`src/rtl/umi_fir_filter_reg_arb.sv`:
```
// Two-requester register-port arbiter: IDLE grants one request, ACCESS strobes the register port, RESP holds the response.
// Define UMI_FIR_FILTER_ARB_RR_EN for round-robin arbitration; the default is fixed priority (requester 0 first).
module umi_fir_filter_reg_arb #(
  parameter int ADDR_WIDTH = 2,
  parameter int DATA_WIDTH = 128
) (
  input  logic                    clk,
  input  logic                    nreset,
  input  logic [1:0]              req_valid,
  input  logic [1:0]              req_write,
  input  logic [2*ADDR_WIDTH-1:0] req_addr,
  input  logic [2*DATA_WIDTH-1:0] req_data,
  output logic [1:0]              req_ready,
  output logic [1:0]              rsp_valid,
  input  logic [1:0]              rsp_ready,
  output logic [DATA_WIDTH-1:0]   rsp_data,
  output logic                    reg_write,
  output logic                    reg_read,
  output logic [ADDR_WIDTH-1:0]   reg_address,
  output logic [DATA_WIDTH-1:0]   reg_datain,
  input  logic [DATA_WIDTH-1:0]   reg_dataout
);

  typedef enum logic [1:0] {IDLE, ACCESS, RESP} state_t;

  state_t                  state_q;
  logic                    owner_q;
  logic                    write_q;
  logic [1:0]              rsp_valid_q;
  logic [DATA_WIDTH-1:0]   rsp_data_q;
  logic                    reg_write_q;
  logic                    reg_read_q;
  logic [ADDR_WIDTH-1:0]   reg_address_q;
  logic [DATA_WIDTH-1:0]   reg_datain_q;

  logic                    accept;
  logic                    gnt_idx;
  logic                    sel_write;
  logic [ADDR_WIDTH-1:0]   sel_addr;
  logic [DATA_WIDTH-1:0]   sel_data;

`ifdef UMI_FIR_FILTER_ARB_RR_EN
  logic last_grant_q;

  // On contention alternate away from the previous winner; otherwise take whoever asks.
  always_comb begin
    gnt_idx = ~req_valid[0];
    if (&req_valid) gnt_idx = ~last_grant_q;
  end
`else
  always_comb begin
    gnt_idx = ~req_valid[0];
  end
`endif

  // Reset gates the combinational grant so req_ready is 0 for the whole reset window.
  assign accept    = nreset && (state_q == IDLE) && (|req_valid);
  assign req_ready = {gnt_idx, ~gnt_idx} & {2{accept}};

  always_comb begin
    sel_write = gnt_idx ? req_write[1] : req_write[0];
    sel_addr  = gnt_idx ? req_addr[2*ADDR_WIDTH-1:ADDR_WIDTH] : req_addr[ADDR_WIDTH-1:0];
    sel_data  = gnt_idx ? req_data[2*DATA_WIDTH-1:DATA_WIDTH] : req_data[DATA_WIDTH-1:0];
  end

  always_ff @(posedge clk or negedge nreset) begin
    if (!nreset) begin
      state_q       <= IDLE;
      owner_q       <= 1'b0;
      write_q       <= 1'b0;
      rsp_valid_q   <= '0;
      rsp_data_q    <= '0;
      reg_write_q   <= 1'b0;
      reg_read_q    <= 1'b0;
      reg_address_q <= '0;
      reg_datain_q  <= '0;
`ifdef UMI_FIR_FILTER_ARB_RR_EN
      last_grant_q  <= 1'b1;
`endif
    end else begin
      case (state_q)
        IDLE: begin
          if (accept) begin
            owner_q       <= gnt_idx;
            write_q       <= sel_write;
            reg_address_q <= sel_addr;
            reg_datain_q  <= sel_data;
            reg_write_q   <= sel_write;
            reg_read_q    <= ~sel_write;
`ifdef UMI_FIR_FILTER_ARB_RR_EN
            last_grant_q  <= gnt_idx;
`endif
            state_q       <= ACCESS;
          end
        end
        ACCESS: begin
          // reg_dataout follows reg_address combinationally, so it is valid in this cycle.
          reg_write_q <= 1'b0;
          reg_read_q  <= 1'b0;
          rsp_data_q  <= write_q ? '0 : reg_dataout;
          rsp_valid_q <= {owner_q, ~owner_q};
          state_q     <= RESP;
        end
        RESP: begin
          if (rsp_ready[owner_q]) begin
            rsp_valid_q <= '0;
            state_q     <= IDLE;
          end
        end
        default: state_q <= IDLE;
      endcase
    end
  end

  assign rsp_valid   = rsp_valid_q;
  assign rsp_data    = rsp_data_q;
  assign reg_write   = reg_write_q;
  assign reg_read    = reg_read_q;
  assign reg_address = reg_address_q;
  assign reg_datain  = reg_datain_q;

endmodule

```
`config.mk`:
```
export PLATFORM = sky130hd
export DESIGN_NAME = umi_fir_filter_reg_arb
export DESIGN_NICKNAME = d
export VERILOG_FILES = /design/src/rtl/umi_fir_filter_reg_arb.sv
export SDC_FILE = /design/constraint.sdc
export NUM_CORES = 1
export LEC_CHECK = 0
export CORE_AREA = 2 2 258 260
export DETAILED_ROUTE_END_ITERATION = 8
export DIE_AREA = 0 0 260 262
export GPL_TIMING_DRIVEN = 0
export PLACE_DENSITY = 0.52
export SYNTH_ARGS = -nofsm -noshare
export SYNTH_HDL_FRONTEND = slang
export SYNTH_SLANG_ARGS = --single-unit
```
`constraint.sdc`:
```
create_clock -name clk -period 1.91 [get_ports clk]
set_clock_uncertainty 0.05 [all_clocks]
set_input_delay 0.382 -clock clk [delete_from_list [all_inputs] [get_ports clk]]
set_output_delay 0.382 -clock clk [all_outputs]
set_load 0.01 [all_outputs]
```
==> key figures, run 1 <==
Outcome
  • Status: finished with violations
  • Failing checks: setup timing

Pwr
  • Combinational group share of total power: 0.440
  • Clock Power Share: 0.222
  • Leak: 10.3 nW
  • Switching part of the total: 0.351
  • NetSw: roughly 10 mW
  • Cell Int Power: ~19 mW
  • Pwr dens: around 1400 nW/um2
  • Design Power: about 29 mW
  • Worst VDD drop: ~680 uV
  • Flop pwr share: 0.338

Global route
  • Largest net degree at the start of global routing: 110
  • Gr ovfl total: 0
  • Vias in the first global route: between 10000 and 15000
  • Initial antenna violation count: 13
  • First-pass GRT wire length: 79.7 mm
  • GRT Total Usage: 0.157

Route
  • First DRT Iteration DRCs: 597
  • DR WL/cell: 21.4 um
  • Antenna Nets Post-Route: 0
  • TritonRoute pass-1 iters: 5
  • Final WL: ~57 mm
  • DRC: 0
  • Vias per std cell: approximately 4.3
  • Via count: roughly 11000

STA
  • Hold Violations, Final: 0
  • RSZ-0062 raised after global routing: true
  • Max Clock Freq: ~0.45 GHz
  • Worst-margin pin slew: between 0.9 and 1 ns
  • Rel. slew slack: 0.386
  • Final setup violation count: 136
  • Setup TNS: -25.21 ns
  • Min Tclk post-route: ~2.2 ns
  • Slew Limit Fails: 0
  • PnR worst setup slack: -0.324 ns
  • Final period utilization: 1.17

Synthesis
  • Async set-reset flop share out of synthesis: 1.00
  • Syn Area/Cell: approximately 11 um2
  • Post-synthesis instance area: roughly 11000 um2
  • Post-synth EDFFs: 0
  • Synth Warn #: 0
  • Seq/Total Area, Yosys: 0.584
  • Synth Flop Type: dfrtp_1
  • Seq cells post-synth: 266
  • Syn nets: ~1400
  • Gate count after technology mapping: 1040
  • Yosys cell types: 26

Worst hold path
  • Hold path start: reg_dataout[12]
  • Hold Crit Class: input port to flip-flop

Critical path
  • Crit Path Max Fanout: 2
  • Crit-path slowest cell: dfrtp_2
  • Startpoint types: flip-flop
  • Reg2Reg Setup Slack: -0.24 ns
  • Critical Path RT: ~1.5 ns
  • FF-to-FF path depth: 9
  • Worst r2r dst: reg_datain[116]$_DFFE_PN0P_
  • Crit-path cells: nor3b_4 -> buf_12 -> and3b_1 -> buf_6 -> buf_12 -> buf_6
  • CP startpoint: state_q[1]$_DFFE_PN0P_
  • CP max stage delay: approximately 0.42 ns
  • Worst EP arrival: ~1.8 ns
  • Kind of critical path: flip-flop to primary output
  • CP endpoint kind: primary output
  • Worst setup endpoint: req_ready[1]
  • RR Startpoint: state_q[1]$_DFFE_PN0P_

Place
  • Placed inst area: roughly 19000 um2
  • RePlAce Congestion: 0.860
  • Hpwl dp: ~43 mm
  • PortBufs: 658

Final layout
  • Share of layout cells above drive strength 1: 0.0875
  • Post-route cell area: 20900 um2
  • Post-Route Utilization: 0.320
  • Area Overhead vs Synth: 83.5%
  • Nets: between 2000 and 2500

Clock tree
  • H-Tree Depth: 2
  • Clk sinks: approximately 270
  • Total CTS buffers: 34
  • CTS root buf: clkbuf_16
  • Reg clk slew, reported paths: 0.06 ns
  • Clk_lat worst skew: between 0.5 and 0.6 ns
  • CTS tree: built
  • Maximum root-to-sink buffer count: 3

Floorplanning
  • Die Wd: about 260 um
  • Initial Util: 0.175
  • Die footprint: 68100 um2
  • Row count: 94
  • IO Count: 660
  • Core Box Area: 65300 um2
  • Die height: 262 um

Run
  • Max-cap violations: 0
## how the worst min path moves through the flow
| stage | to | slack (ns) | cells after the start |
|---|---|---|---|
| 3_3_place_gp | rsp_data[54]$_DFFE_PN0P_ | 0.41 | 2 |
| 6_report | rsp_data[12]$_DFFE_PN0P_ | 0.37 | 3 |
| 3_5_place_dp | rsp_data[51]$_DFFE_PN0P_ | 0.32 | 1 |
| 5_1_grt | rsp_data[31]$_DFFE_PN0P_ | 0.34 | 3 |
| 4_1_cts | rsp_data[12]$_DFFE_PN0P_ | 0.31 | 3 |
| 2_1_floorplan | owner_q$_DFFE_PN0P_ | 0.04 | 0 |
## placed cells by master, fill, tap and decap left out, types with 11 or more instances in the layout
master / count
dlygate4sd2_1: 180
buf_12: 13
dlymetal6s2s_1: 46
a221o_1: 130
clkbuf_16: 42
nand2_1: 131
dfrtp_1: 263
and3_1: 130
clkbuf_1: 50
clkbuf_2: 16
buf_4: 35
clkdlybuf4s50_1: 429
o21ai_0: 130
nand2b_1: 130
buf_6: 11
## cell usage after synthesis (all sizes together), types with 2 or more instances
cell,number,area [um2]
o21ai,132,664
nand2b,130,813
a221o,130,1300
clkbuf,63,236
buf,40,279
a211oi,2,15.0
nand2,131,492
nand3b,2,15.0
nor2,2,7.51
dfrtp,266,6660
and3,130,813
## power by group through the flow
stage	registers (mW)	clock network [mW]	logic (mW)
after floorplan	10.7	0	4.06
after global placement	9.72	0	13.1
after detailed placement	9.72	0	13.2
after CTS	9.68	6.56	12.4
after global routing	9.98	6.78	13.5
final	9.65	6.34	12.6
## critical path, delay by kind of cell (launching register included)
kind | cells | cell delay [ns]
simple gates | 2 | 0.39
flops | 1 | 0.42
buf+inv | 4 | 0.45
## per-stage QoR
step | hold slack, ns | std cells | setup slack [ns]
after detailed placement | 0.322 | 2564 | -1.91
after global routing | 0.343 | 2663 | -0.410
after floorplan | 0.0364 | 1040 | 0.199
final | 0.369 | 2663 | -0.324
after global placement | 0.413 | 2562 | -11.86
after CTS | 0.315 | 2642 | -0.392
## cell type report
cell class	instances	area [um2]
fill	6712	44400
antenna	4	10.0
buffer	100	707
sequential	266	6660
inverter	1	7.51
tap	864	1080
timing repair buffer	699	7140
clock buffer	52	1010
multi-input combinational	670	4230
clock inverter	7	67.6
## state kept, by name, indices dropped and copies added, names as in the netlist
name and flops:
owner_q 1, reg_address 2, write_q 1, reg_write 1, rsp_data 128, state_q 2
rsp_valid 2, reg_read 1, reg_datain 128
## logic make-up after synthesis
logic type,Yosys count,share of synthesized area
AND/OR/NAND/NOR,399,0.192
flip-flops,266,0.584
multiplexers,1,0.000878
buffers and inverters,104,0.0456
AO/OA/AOI/OAI,270,0.178
## per-layer routing
layer / up-vias / GRT usage / routed length [um]
met2: 538 / 0.277 / 28600
met4: 2 / 0.0532 / 1840
met1: 5634 / 0.180 / 21800
met3: 101 / 0.0489 / 4780
met5: - / 0 / 18
li1: 5217 / - / -
## timing repair
action	in CTS	in global routing
resized for setup	245	93
pin swaps	2	29
setup endpoints to repair	448	292
gates cloned	4	7
hold buffers	6	0
setup buffers	11	11
endpoints found under the hold margin	82	0
(Power assumes the default switching activity.)
==> inputs of run 2 (changes only) <==
- REMOVE_ABC_BUFFERS: not set -> 1
==> run 2 against run 1 <==
Compared with the run above:
- the flow finishes with violations (hold timing, setup timing)
- via count increased by 0.22%
- setup slack improved by 0.0074 ns
- count of clock-buffer cells in the layout increased by 4
- sequential power increased by 0.5%
- critical endpoint unchanged
- largest cell class unchanged
==> key figures, run 2 (synthesized netlist as in run 1, its figures left out) <==
Floorplanning
  • Die height: 262 um (unchanged)
  • Core Box Area: 65300 um2 (unchanged)
  • Initial Util: 0.175 (unchanged)
  • Die Wd: 260 um (unchanged)
  • Row count: 94 (unchanged)
  • IO Count: 660 (unchanged)
  • Die footprint: 68100 um2 (unchanged)

STA
  • Hold WS: -0.137 ns (-0.506 ns)
  • RSZ-0062 raised after global routing: true
  • PnR worst setup slack: -0.317 ns (+0.00743 ns)
  • Final setup violation count: 136 (unchanged)
  • Final period utilization: 1.17 (-0.00389)
  • Worst-margin pin slew: 0.992 ns (+0.0715 ns)
  • Hold Violations, Final: 97 (+97)
  • Slew Limit Fails: 0 (unchanged)
  • Max Clock Freq: 0.449 GHz (+0.33%)
  • Min Tclk post-route: 2.23 ns (-0.00743 ns)
  • Rel. slew slack: 0.339 (-0.0477)

Global route
  • Gr ovfl total: 0 (unchanged)
  • GRT Total Usage: 0.168 (+0.0109)
  • Largest net degree at the start of global routing: 109 (-0.91%)
  • Vias in the first global route: 11600 (-1.9%)
  • Initial antenna violation count: 30 (+17)
  • First-pass GRT wire length: 83.7 mm (+5.0%)

Pwr
  • Leak: 10.5 nW (+2.2%)
  • Switching part of the total: 0.347 (-0.00438)
  • Pwr dens: 1380 nW/um2 (+1.3%)
  • Flop pwr share: 0.329 (-0.009)
  • Clock Power Share: 0.229 (+0.007)
  • Cell Int Power: 19.3 mW (+4.0%)
  • Combinational group share of total power: 0.442 (+0.002)
  • Worst VDD drop: 684 uV (+0.88%)
  • NetSw: 10.2 mW (+2.0%)

Critical path
  • Critical Path RT: 1.48 ns (about the same)
  • RR Startpoint: state_q[1]$_DFFE_PN0P_
  • FF-to-FF path depth: 10 (+1)
  • Crit Path Max Fanout: 2 (unchanged)
  • Worst EP arrival: 1.79 ns (about the same)
  • Buf/Inv on CP: 3 (-1)
  • Worst r2r dst: reg_datain[60]$_DFFE_PN0P_
  • Crit-path slowest cell: dfrtp_2
  • CP most frequent cell: buf_16
  • CP endpoint kind: primary output
  • Reg2Reg Setup Slack: -0.29 ns (-0.05 ns)
  • Crit-path cells: nor3b_4 -> and3b_4 -> buf_16 -> buf_16 -> buf_6
  • CP max stage delay: 0.42 ns (about the same)
  • Kind of critical path: flip-flop to primary output
  • Top delay family on crit path: simple AND/OR/NAND/NOR gates
  • Startpoint types: flip-flop

Route
  • First DRT Iteration DRCs: 611 (+2.3%)
  • Vias per std cell: 4.40 (+1.9%)
  • Via count: 11500 (+0.22%)
  • DR WL/cell: 23.8 um (+11%)
  • Final WL: 62.2 mm (+9.0%)
  • DRC: 0 (unchanged)
  • TritonRoute pass-1 iters: 4 (-1)
  • Antenna Nets Post-Route: 0 (unchanged)

Clock tree
  • Reg clk slew, reported paths: 0.05 ns (about the same)
  • Clk_lat worst skew: 0.53 ns (about the same)
  • H-Tree Depth: 2 (unchanged)
  • Clk sinks: 266 (unchanged)
  • Total CTS buffers: 35 (+2.9%)
  • CTS tree: built
  • CTS root buf: clkbuf_16
  • Maximum root-to-sink buffer count: 3 (unchanged)

Final layout
  • Commonest cells after routing, fill and taps aside: clkdlybuf4s50_1, dfrtp_1, dlygate4sd2_1
  • Share of layout cells above drive strength 1: 0.0805 (-0.00696)
  • Post-Route Utilization: 0.327 (+0.00650)
  • Area Overhead vs Synth: 87.2%
  • Nets: 2111 (-2.6%)
  • Most common cell after layout, fill and taps aside: clkdlybuf4s50_1

Place
  • PortBufs: 659 (+0.15%)
  • Hpwl dp: 40.9 mm (-4.6%)
  • RePlAce Congestion: 0.798 (-7.2%)

Outcome
  • Failing checks: hold timing, setup timing
  • Status: finished with violations

Worst hold path
  • Hold Crit Class: input port to async pin

Run
  • Max-cap violations: 0 (unchanged)
==> run 2: through the flow <==
| stage | worst slack [ns] | power (mW) | instance area [um2] | cells | TNS [ns] |
|---|---|---|---|---|---|
| after floorplan | -3.42 | 14.9 | 10900 | 937 | -883.20 |
| after global placement | -19.15 | 20.9 | 18600 | 2460 | -6523.92 |
| after detailed placement | -2.02 | 22.8 | 19000 | 2478 | -186.96 |
| after CTS | -0.388 | 29.8 | 20900 | 2585 | -14.09 |
| after global routing | -0.377 | 31.2 | 21300 | 2615 | -29.28 |
| final | -0.317 | 29.5 | 21300 | 2618 | -23.71 |
==> run 2: worst max-delay path by stage <==
stage               cells after the start                   start                     endpoint  slack, ns
finish                                  5  state_q[1]$_DFFE_PN0P_                 req_ready[1]      -0.32
global route                            5  state_q[1]$_DFFE_PN0P_                 req_ready[1]      -0.38
CTS                                     5  state_q[0]$_DFFE_PN0P_                 req_ready[1]      -0.39
detailed placement                      7                  nreset                 req_ready[1]      -2.02
global placement                        4                  nreset  reg_datain[105]$_DFFE_PN0P_     -19.15
floorplan                               3  state_q[1]$_DFFE_PN0P_     rsp_valid[0]$_DFFE_PN0P_      -3.42
==> run 2: repair_timing <==
action	4_1_cts	5_1_grt
gates cloned	20	8
buffers inserted	20	13
endpoints found under the hold margin	113	78
pin swaps	67	27
hold buffers	6	6
endpoints found under the setup margin	344	257
gates resized for setup	195	81
==> run 2: layout make-up <==
class | count | area (um2)
inverters | 1 | 3.75
clock buffers | 56 | 1080
clock inverters | 5 | 81.3
repair buffers | 738 | 8120
flip-flops and latches | 266 | 6670
well taps | 864 | 1080
diodes | 15 | 37.5
multi-input cells | 673 | 4270
fillers | 6680 | 43900
==> run 2: power groups by stage <==
stage | logic [mW] | registers (mW) | clock network, mW
6_report | 13.0 | 9.70 | 6.76
3_5_place_dp | 13.0 | 9.78 | 0
5_1_grt | 14.0 | 10.0 | 7.22
3_3_place_gp | 11.2 | 9.69 | 0
2_1_floorplan | 3.59 | 11.3 | 0
4_1_cts | 13.0 | 9.72 | 7.04
==> run 2: routing by layer <==
layer | GRT usage | routed length [um]
met5 | 0 | 53
met4 | 0.0868 | 2550
met3 | 0.0691 | 6370
met2 | 0.273 | 29700
met1 | 0.190 | 23500
